===== src/rtl/div_unit_seq_if.sv =====
`default_nettype none
// ============================================================================
// Module      : div_unit_seq_if
// Description : Request/result bundle for the multicycle divider.
//               master : issues start + operands, observes results/status
//               slave  : the divider itself
//   start      request, accepted only while busy=0
//   sign_mode  1 = two's complement operands, 0 = unsigned
//   dividend   numerator, sampled with start
//   divisor    denominator, sampled with start
//   q, r       quotient / remainder, held until the next accepted start
//   busy       division in progress
//   done       one-cycle pulse when q/r/div_zero are fresh
//   div_zero   last division had a zero divisor
// Revision    : 1.0 - initial release
// ============================================================================
interface div_unit_seq_if #(
  parameter int WIDTH = 32
);
  logic             start;
  logic             sign_mode;
  logic [WIDTH-1:0] dividend;
  logic [WIDTH-1:0] divisor;
  logic [WIDTH-1:0] q;
  logic [WIDTH-1:0] r;
  logic             busy;
  logic             done;
  logic             div_zero;

  modport master (
    output start, sign_mode, dividend, divisor,
    input  q, r, busy, done, div_zero
  );

  modport slave (
    input  start, sign_mode, dividend, divisor,
    output q, r, busy, done, div_zero
  );
endinterface
`default_nettype wire


===== src/rtl/div_unit_seq.sv =====
`default_nettype none
// ============================================================================
// Module      : div_unit_seq
// Description : Parametrised multicycle restoring divider, signed/unsigned.
//               One shift-subtract step per cycle on operand magnitudes,
//               followed by a sign-correction cycle. Latency WIDTH+1 cycles.
// Ports       : clock    - rising-edge clock
//               reset    - synchronous, active-low reset (0 = reset)
//               bus      - div_unit_seq_if.slave (start/operands in,
//                          q/r/busy/done/div_zero out)
// Options     : DIV_EARLY_EXIT_EN - when defined, a zero divisor or
//               |dividend| < |divisor| skips the iteration and completes in
//               one cycle.
// Revision    : 1.0 - initial release
// ============================================================================
module div_unit_seq #(
  parameter int WIDTH = 32,
  parameter int CNT_W = 6
) (
  input  logic           clock,
  input  logic           reset,
  div_unit_seq_if.slave  bus
);

  typedef enum logic [1:0] {
    S_IDLE = 2'd0,
    S_CALC = 2'd1,
    S_FIX  = 2'd2
  } state_t;

  state_t state, state_nxt;

  // Control strobes from the FSM
  logic load;
  logic step;
  logic finish;

  // Working registers
  logic [WIDTH-1:0] rem;        // partial remainder
  logic [WIDTH-1:0] quo;        // dividend shifting out / quotient shifting in
  logic [WIDTH-1:0] dvs;        // |divisor|
  logic [WIDTH-1:0] dvd_orig;   // untouched dividend, returned on divide-by-zero
  logic             q_neg;
  logic             r_neg;
  logic             dz;
  logic [CNT_W-1:0] cnt;

  // Result registers
  logic [WIDTH-1:0] q_out;
  logic [WIDTH-1:0] r_out;
  logic             done_out;
  logic             dz_out;

  // Operand magnitudes; |MIN| stays MIN and is treated as unsigned.
  logic [WIDTH-1:0] dvd_abs;
  logic [WIDTH-1:0] dvs_abs;
  logic             early;

  always_comb begin
    dvd_abs = (bus.sign_mode && bus.dividend[WIDTH-1]) ? -bus.dividend : bus.dividend;
    dvs_abs = (bus.sign_mode && bus.divisor[WIDTH-1])  ? -bus.divisor  : bus.divisor;
  end

`ifdef DIV_EARLY_EXIT_EN
  assign early = (bus.divisor == '0) || (dvd_abs < dvs_abs);
`else
  assign early = 1'b0;
`endif

  // One restoring step: the remainder is widened by a bit so a divisor with
  // its MSB set cannot overflow the shifted value; the top bit of the
  // difference is the borrow.
  logic [WIDTH:0] rem_sh;
  logic [WIDTH:0] diff;
  logic           sub_ok;

  always_comb begin
    rem_sh = {rem, quo[WIDTH-1]};
    diff   = rem_sh - {1'b0, dvs};
    sub_ok = ~diff[WIDTH];
  end

  // --------------------------------------------------------------------------
  // FSM
  // --------------------------------------------------------------------------
  always_ff @(posedge clock) begin
    if (!reset) state <= S_IDLE;
    else        state <= state_nxt;
  end

  always_comb begin
    state_nxt = state;
    load      = 1'b0;
    step      = 1'b0;
    finish    = 1'b0;
    case (state)
      S_IDLE: begin
        if (bus.start) begin
          load      = 1'b1;
          state_nxt = early ? S_FIX : S_CALC;
        end
      end
      S_CALC: begin
        step = 1'b1;
        if (cnt == CNT_W'(1)) state_nxt = S_FIX;
      end
      S_FIX: begin
        finish    = 1'b1;
        state_nxt = S_IDLE;
      end
      default: state_nxt = S_IDLE;
    endcase
  end

  // --------------------------------------------------------------------------
  // Datapath
  // --------------------------------------------------------------------------
  always_ff @(posedge clock) begin
    if (!reset) begin
      rem      <= '0;
      quo      <= '0;
      dvs      <= '0;
      dvd_orig <= '0;
      q_neg    <= 1'b0;
      r_neg    <= 1'b0;
      dz       <= 1'b0;
      cnt      <= '0;
      q_out    <= '0;
      r_out    <= '0;
      done_out <= 1'b0;
      dz_out   <= 1'b0;
    end else begin
      done_out <= 1'b0;

      if (load) begin
        dvs      <= dvs_abs;
        dvd_orig <= bus.dividend;
        q_neg    <= bus.sign_mode & (bus.dividend[WIDTH-1] ^ bus.divisor[WIDTH-1]);
        r_neg    <= bus.sign_mode & bus.dividend[WIDTH-1];
        dz       <= (bus.divisor == '0);
        if (early) begin
          // Quotient is trivially zero; the magnitude is the remainder and
          // the sign fix-up restores the original dividend.
          rem <= dvd_abs;
          quo <= '0;
          cnt <= '0;
        end else begin
          rem <= '0;
          quo <= dvd_abs;
          cnt <= CNT_W'(WIDTH);
        end
      end

      if (step) begin
        rem <= sub_ok ? diff[WIDTH-1:0] : rem_sh[WIDTH-1:0];
        quo <= {quo[WIDTH-2:0], sub_ok};
        cnt <= cnt - CNT_W'(1);
      end

      if (finish) begin
        if (dz) begin
          q_out <= '1;
          r_out <= dvd_orig;
        end else begin
          q_out <= q_neg ? -quo : quo;
          r_out <= r_neg ? -rem : rem;
        end
        dz_out   <= dz;
        done_out <= 1'b1;
      end
    end
  end

  assign bus.q        = q_out;
  assign bus.r        = r_out;
  assign bus.div_zero = dz_out;
  assign bus.done     = done_out;
  assign bus.busy     = (state != S_IDLE);

endmodule
`default_nettype wire


===== src/flat_wrapper.sv =====
// flat-port wrapper written by rule: the top's interface ports become plain ports
module div_unit_seq_flat 
#(
  parameter int WIDTH = 32,
  parameter int CNT_W = 6
)
  (clock, reset, bus_start, bus_sign_mode, bus_dividend, bus_divisor, bus_q, bus_r, bus_busy, bus_done, bus_div_zero);
  div_unit_seq_if #(.WIDTH(WIDTH)) bus_i ();
  input  logic clock;
  input  logic reset;
  input wire logic [$bits(bus_i.start)-1:0] bus_start;
  input wire logic [$bits(bus_i.sign_mode)-1:0] bus_sign_mode;
  input wire logic [$bits(bus_i.dividend)-1:0] bus_dividend;
  input wire logic [$bits(bus_i.divisor)-1:0] bus_divisor;
  output wire logic [$bits(bus_i.q)-1:0] bus_q;
  output wire logic [$bits(bus_i.r)-1:0] bus_r;
  output wire logic [$bits(bus_i.busy)-1:0] bus_busy;
  output wire logic [$bits(bus_i.done)-1:0] bus_done;
  output wire logic [$bits(bus_i.div_zero)-1:0] bus_div_zero;
  assign bus_i.start = bus_start;
  assign bus_i.sign_mode = bus_sign_mode;
  assign bus_i.dividend = bus_dividend;
  assign bus_i.divisor = bus_divisor;
  assign bus_q = bus_i.q;
  assign bus_r = bus_i.r;
  assign bus_busy = bus_i.busy;
  assign bus_done = bus_i.done;
  assign bus_div_zero = bus_i.div_zero;
  div_unit_seq #(.WIDTH(WIDTH), .CNT_W(CNT_W)) u_core (.clock(clock), .reset(reset), .bus(bus_i));
endmodule

===== config.mk =====
export PLATFORM = sky130hd
export DESIGN_NAME = div_unit_seq_flat
export DESIGN_NICKNAME = d
export VERILOG_FILES = /design/src/rtl/div_unit_seq_if.sv /design/src/rtl/div_unit_seq.sv /design/src/flat_wrapper.sv
export SDC_FILE = /design/constraint.sdc
export NUM_CORES = 1
export LEC_CHECK = 0
export CAP_MARGIN = 20
export CORE_MARGIN = 1
export CORE_UTILIZATION = 70
export CTS_CLUSTER_SIZE = 25
export DETAILED_ROUTE_END_ITERATION = 10
export DONT_BUFFER_PORTS = 1
export PLACE_DENSITY = 0.83
export SLEW_MARGIN = 20
export SYNTH_ARGS = -nofsm -noshare
export SYNTH_HDL_FRONTEND = slang
export SYNTH_SLANG_ARGS = --single-unit

===== constraint.sdc =====
create_clock -name clock -period 6.55 [get_ports clock]
set_input_delay 1.31 -clock clock [delete_from_list [all_inputs] [get_ports clock]]
set_output_delay 1.31 -clock clock [all_outputs]
set_load 0.01 [all_outputs]

After elaboration in Yosys (flattened, before gate mapping)
Index checks and enable logic that the tools add are counted.
- word-level logic and storage cells: 56
- output and inout port bits: 67
- input bits: 68
- flip-flop bits (word level): 205
- multiplexer cells: 21
- equal/unequal tests: 5
- reductions and logical operators: 7
- bitwise logic cells: 4
- add/subtract/negate cells: 6
- operators by type and width (kind ; number):
    $mux W32 ; 11
    $neg A32 Y32 ; 4
    $sub A33 B32 Y33 ; 1
    $logic_not A32 Y1 ; 1
    $mux W6 ; 2
    $eq A6 B1 Y1 const B ; 1
    $sub A6 B1 Y6 const B ; 1
    $mux W1 ; 5
    $mux W2 ; 2
    $pmux W2 S2 ; 1
    $reduce_bool A2 Y1 ; 2
    $and A1 B1 Y1 ; 2
    $eq A2 B1 Y1 const B ; 1
    $eq A2 B2 Y1 const B ; 1
    $logic_and A1 B1 Y1 ; 2
    $logic_not A2 Y1 ; 1
    $ne A2 B1 Y1 const B ; 1
    $ne A2 B2 Y1 const B ; 1
    $reduce_and A2 Y1 ; 1
    $not A1 Y1 ; 1
    $xor A1 B1 Y1 ; 1

Longest topological paths before layout
- depth after elaboration: 4
- depth in mapped cells: 13

Least setup slack after synthesis
OpenSTA, ideal clock, no wires.
- path kind: input to register
- from: input bus_divisor[4]
- to: register u_core.dvs[27]
- library setup time: 0.086 ns
- setup slack: 2.887 ns
- arrival: 3.577 ns
- data required time: 6.464 ns
- stages: 8
- cell sequence: or3_4 nand4bb_4 or4_4 or4_4 nor4b_4 a21oi_1 xnor2_1 a211oi_1
- cells in the longest elaborated chain, start to end: 2
- RTL lines (element ; line ; source):
    from (decl) ; flat_wrapper.sv:14 ; input wire logic [$bits(bus_i.divisor)-1:0] bus_divisor;
    $neg A32 Y32 ; div_unit_seq.sv:61 ; dvs_abs = (bus.sign_mode && bus.divisor[WIDTH-1]) ? -bus.divisor : bus.divisor;
    $mux W32 ; div_unit_seq.sv:61 ;
    to (signal assigned) ; div_unit_seq.sv:136 ; dvs <= dvs_abs;
    to (decl) ; div_unit_seq.sv:41 ; logic [WIDTH-1:0] dvs;
Every way passes these cells.
A chain may end at the register's enable or synchronous reset.

Worst setup path in the final report
- from: register u_core.quo[31]
- to: register u_core.rem[8]
- cells in the longest elaborated chain, start to end: 3
- RTL lines (element ; line ; source):
    from (decl) ; div_unit_seq.sv:40 ; logic [WIDTH-1:0] quo;
    from (signal assigned) ; div_unit_seq.sv:149 ; quo <= dvd_abs;
    from (signal assigned) ; div_unit_seq.sv:156 ; quo <= {quo[WIDTH-2:0], sub_ok};
    $sub A33 B32 Y33 ; div_unit_seq.sv:79 ; diff = rem_sh - {1'b0, dvs};
    $mux W32 ; div_unit_seq.sv:155 ; rem <= sub_ok ? diff[WIDTH-1:0] : rem_sh[WIDTH-1:0];
    $mux W32 ; div_unit_seq.sv:154 ; if (step) begin
    to (signal assigned) ; div_unit_seq.sv:144 ; rem <= dvd_abs;
    to (signal assigned) ; div_unit_seq.sv:155 ;
    to (decl) ; div_unit_seq.sv:39 ; logic [WIDTH-1:0] rem;
Every way passes these cells.

==> impl_metrics.csv <==
group,metric,value,unit
yosys,synth_ff_type,"dfxtp_1",
placed_design,hpwl,21200,um
yosys,synthMuxAreaShare,2.76,%
grt,antenna_found_initial,0,
yosys,syn_area_per_cell,7.70,um^2
timing,maxSlewViolCount,0,
timing,setup_viol,0,
yosys,synth-simple-area-share,19.2,%
worst_setup_path,critPathLaunchType,"flop",
clock_network,cts_root_buffer,"clkbuf_16",
grt,grt_util_all_layers,33.6,%
yosys,synth.most_common_cell,"nand2_1",
finish,n_antenna_cell,0,
worst_setup_path,cp_slowest_cell,"xor2_4",
finish,multi_input_area,0.00732,mm^2
yosys,synth-compound-area-share,24.4,%
die,initial_core_util,72.0,%
grt,grt_pass1_wl,49100,um
routing,wl_per_cell,17.5,um
timing,period_needed,4.00,ns
finish,nFillCells,1315,
timing,slew_headroom,30.1,%
placed_design,dp_slack,2.62,ns
placed_design,place_congestion,0.895,
timing,max_slew.worst_pin.slew,1.05,ns
timing,hold_viol_final,0,
clock_network,post_cts_buffers,0,
timing,skew,0.0130,ns
clock_network,clkTransAtPathRegs,0.06,ns
worst_setup_path,worstPathCellList,"inv_1, ha_1, fa_1, nand2b_1, a21oi_1, o21ai_1, a2111oi_2, nor2_1, o31ai_4, xor2_4, buf_4, mux2i_1, o21ai_1",
power,power.density,246,mW/mm^2
yosys,ys_warn_count,0,
yosys,synth_common_cells,"nand2_1, dfxtp_1, a21oi_1",
finish,fin_nets,1603,
finish,fin_area,0.0127,mm^2
yosys,syn_nets,1663,
yosys,ys_top_cells_by_area,"dfxtp_1, nand2_1, a21oi_1, xor2_1, o21ai_0",
yosys,synth_cell_type_count,68,
routing,routed-via-count,10923,
routing,drt_iter0_markers,942,
power,vdd_drop_max,0.222,mV
clock_network,cts_tree,"built",
placed_design,io_buffers,0,
worst_setup_path,required,6.90,ns
die,rows,47,
worst_setup_path,r2r_start,"u_core.quo[31]",
outcome,status,"finished clean",
power,p_leak,0.00466,uW
timing,worst_slack,2.55,ns
die,die_h,133,um
clock_network,clk_latency,0.51,ns
timing,fin_setup_tns,0,ns
clock_network,htree_levels,1,
clock_network,hold_buffers,0,
grt,gr-total-overflow,0,
die,die_x,133,um
routing,routed_wl,30300,um
yosys,yosysSeqAreaShare,34.3,%
timing,rsz0062_at_grt,"no",
routing,ant_nets,0,
yosys,synthXorXnorAreaFrac,10.3,%
clock_network,clockBufferDepth,3,
yosys,syn-cell-area,0.0120,mm^2
timing,fin_crit_sh,61.0,%
placed_design,dpl_cell_area,0.0120,mm^2
worst_setup_path,crit_path_frequent_cell,"o21ai_1",
clock_network,cts_resized,0,
clock_network,cts_sinks,205,
worst_setup_path,criticalPathCategory,"reg -> reg",
routing,via_per_inst,6.32,
finish,drive_gt1_share,4.64,%
die,dieArea,0.0176,mm^2
finish,area_growth,5.72,%
yosys,synthCells,1556,
yosys,synth_adder_area_share,4.14,%
hold_path,hp-start,"u_core.dvd_orig[21]",
die,ioPinCount,135,
yosys,synth_top_family_by_area,"compound AO/OA/AOI/OAI gates",
worst_setup_path,crit_start,"u_core.quo[31]",
routing,drcViolationCount,0,
worst_setup_path,cp.arrival,4.35,ns
grt,grt_pass1_vias,10003,
clock_network,cts_buffers,22,
yosys,ys_seq_elements,205,
yosys,synth_top_cell_area_share,34.3,%
worst_setup_path,path_max_fanout,23,
finish,ff_latch_area,0.00411,mm^2
worst_setup_path,cp-end-kind,"flop",
run,max_cap_viol_count,0,
timing,fmax,250,MHz
routing,drtPass1Iterations,5,
timing,hold_slack,0.453,ns
yosys,synth_edf_count,0,
worst_setup_path,cpPeakStageDelay,0.45,ns
die,core-area,0.0166,mm^2
hold_path,hp-class,"reg -> reg",
grt,grt_max_degree,80,
yosys,synth_top_area_cell,"dfxtp_1",
yosys,synth-async-reset-ratio,0,%
[registers in the layout, summed over array words and instances (netlist names), 2 cells and up]
name             count
u_core.state         2
u_core.dvs          32
u_core.cnt           6
u_core.bus.q        32
u_core.dvd_orig     32
u_core.quo          32
u_core.bus.r        32
u_core.rem          32
[metrics by stage]
stage                     total power [uW]  instances  utilization (%)
final                                 3110       1729             76.1
after CTS                             3100       1729             76.1
after floorplan                       1820       1556                -
after global placement                1920       1692             72.0
after global routing                  3230       1729             76.1
after detailed placement              1930       1692             72.0
[cells in the final DEF (no fill, tap or decap), types with 4 or more instances in the layout]
| cell | Yosys | layout |
|---|---|---|
| xor2_1 | 83 | 83 |
| o21ai_0 | 124 | 124 |
| nor2b_1 | 10 | 8 |
| a21oi_1 | 184 | 184 |
| nor3_1 | 15 | 14 |
| ha_1 | 38 | 38 |
| mux2i_1 | 33 | 33 |
| buf_4 | 1 | 9 |
| o31ai_1 | 27 | 27 |
| and2_1 | 6 | 5 |
| inv_1 | 56 | 55 |
| or4_1 | 12 | 12 |
| nor3b_1 | 5 | 5 |
| clkbuf_8 | 0 | 5 |
| or3_1 | 16 | 16 |
| dfxtp_1 | 205 | 204 |
| nand2b_1 | 11 | 10 |
| a21o_1 | 7 | 7 |
| o211ai_1 | 9 | 9 |
| xnor2_1 | 55 | 55 |
| and3_1 | 5 | 5 |
| nor4_1 | 14 | 14 |
| or2_2 | 10 | 10 |
| clkbuf_1 | 81 | 7 |
| nand4_1 | 7 | 7 |
| nand3_1 | 11 | 11 |
| a31oi_1 | 5 | 5 |
| nor2_1 | 92 | 90 |
| o41ai_1 | 14 | 14 |
| clkbuf_16 | 0 | 23 |
| a2bb2oi_1 | 4 | 4 |
| o21a_1 | 5 | 5 |
| o21ai_1 | 25 | 25 |
| a211oi_1 | 28 | 28 |
| a311oi_1 | 7 | 7 |
| nand2_1 | 269 | 269 |
| a22oi_1 | 29 | 29 |
[layer usage]
metal,global-route usage [%],part of all wire [%],vias to the layer above
met5,0,0,-
met4,9.39,2.5,0
met3,6.67,6.8,67
met2,55.5,46,362
met1,44.5,44,5132
li1,-,-,5362
[cell families (layout without fill, tap and decap cells)]
family,after synthesis,in the layout
AOI/OAI and AO/OA,492,492
buffers and inverters,149,102
and+or+nand+nor,499,499
adders and majority gates,39,39
DFF,205,205
muxes,33,33
xor gates and xnor gates,139,139
[report_power, final]
group | leakage [uW] | internal [uW] | total [uW] | switching, uW
Sequential | 0.00167 | 1310 | 1370 | 63.5
Clock | 0.000335 | 696 | 1190 | 498
Combinational | 0.00265 | 215 | 545 | 330
[worst paths after layout]
| path | end | slack (ns) | cells past startpoint |
|---|---|---|---|
| max | u_core.rem[8] | 2.55 | 13 |
| min | u_core.dvd_orig[21] | 0.45 | 2 |
| max reg2reg | u_core.rem[8] | 2.55 | 13 |
| min reg2reg | u_core.dvd_orig[21] | 0.45 | 2 |
[area by class of cell]
| cell class | count | area share [%] |
|---|---|---|
| sequential | 205 | 32.4 |
| tap | 220 | 2.17 |
| multi-input combinational | 1202 | 57.8 |
| clock buffer | 35 | 5.30 |
| inverter | 56 | 1.68 |
| clock inverter | 2 | 0.0790 |
| timing repair buffer | 9 | 0.533 |
[worst max-delay path, delay by kind of cell (launching register included)]
family	cells	cell delay, ns
AOI/OAI and AO/OA	5	1.19
xor gates and xnor gates	1	0.45
and+or+nand+nor	2	0.37
adders and majority gates	2	0.60
buffers and inverters	2	0.53
muxes	1	0.27
DFF	1	0.40
(Power assumes the default switching activity.)
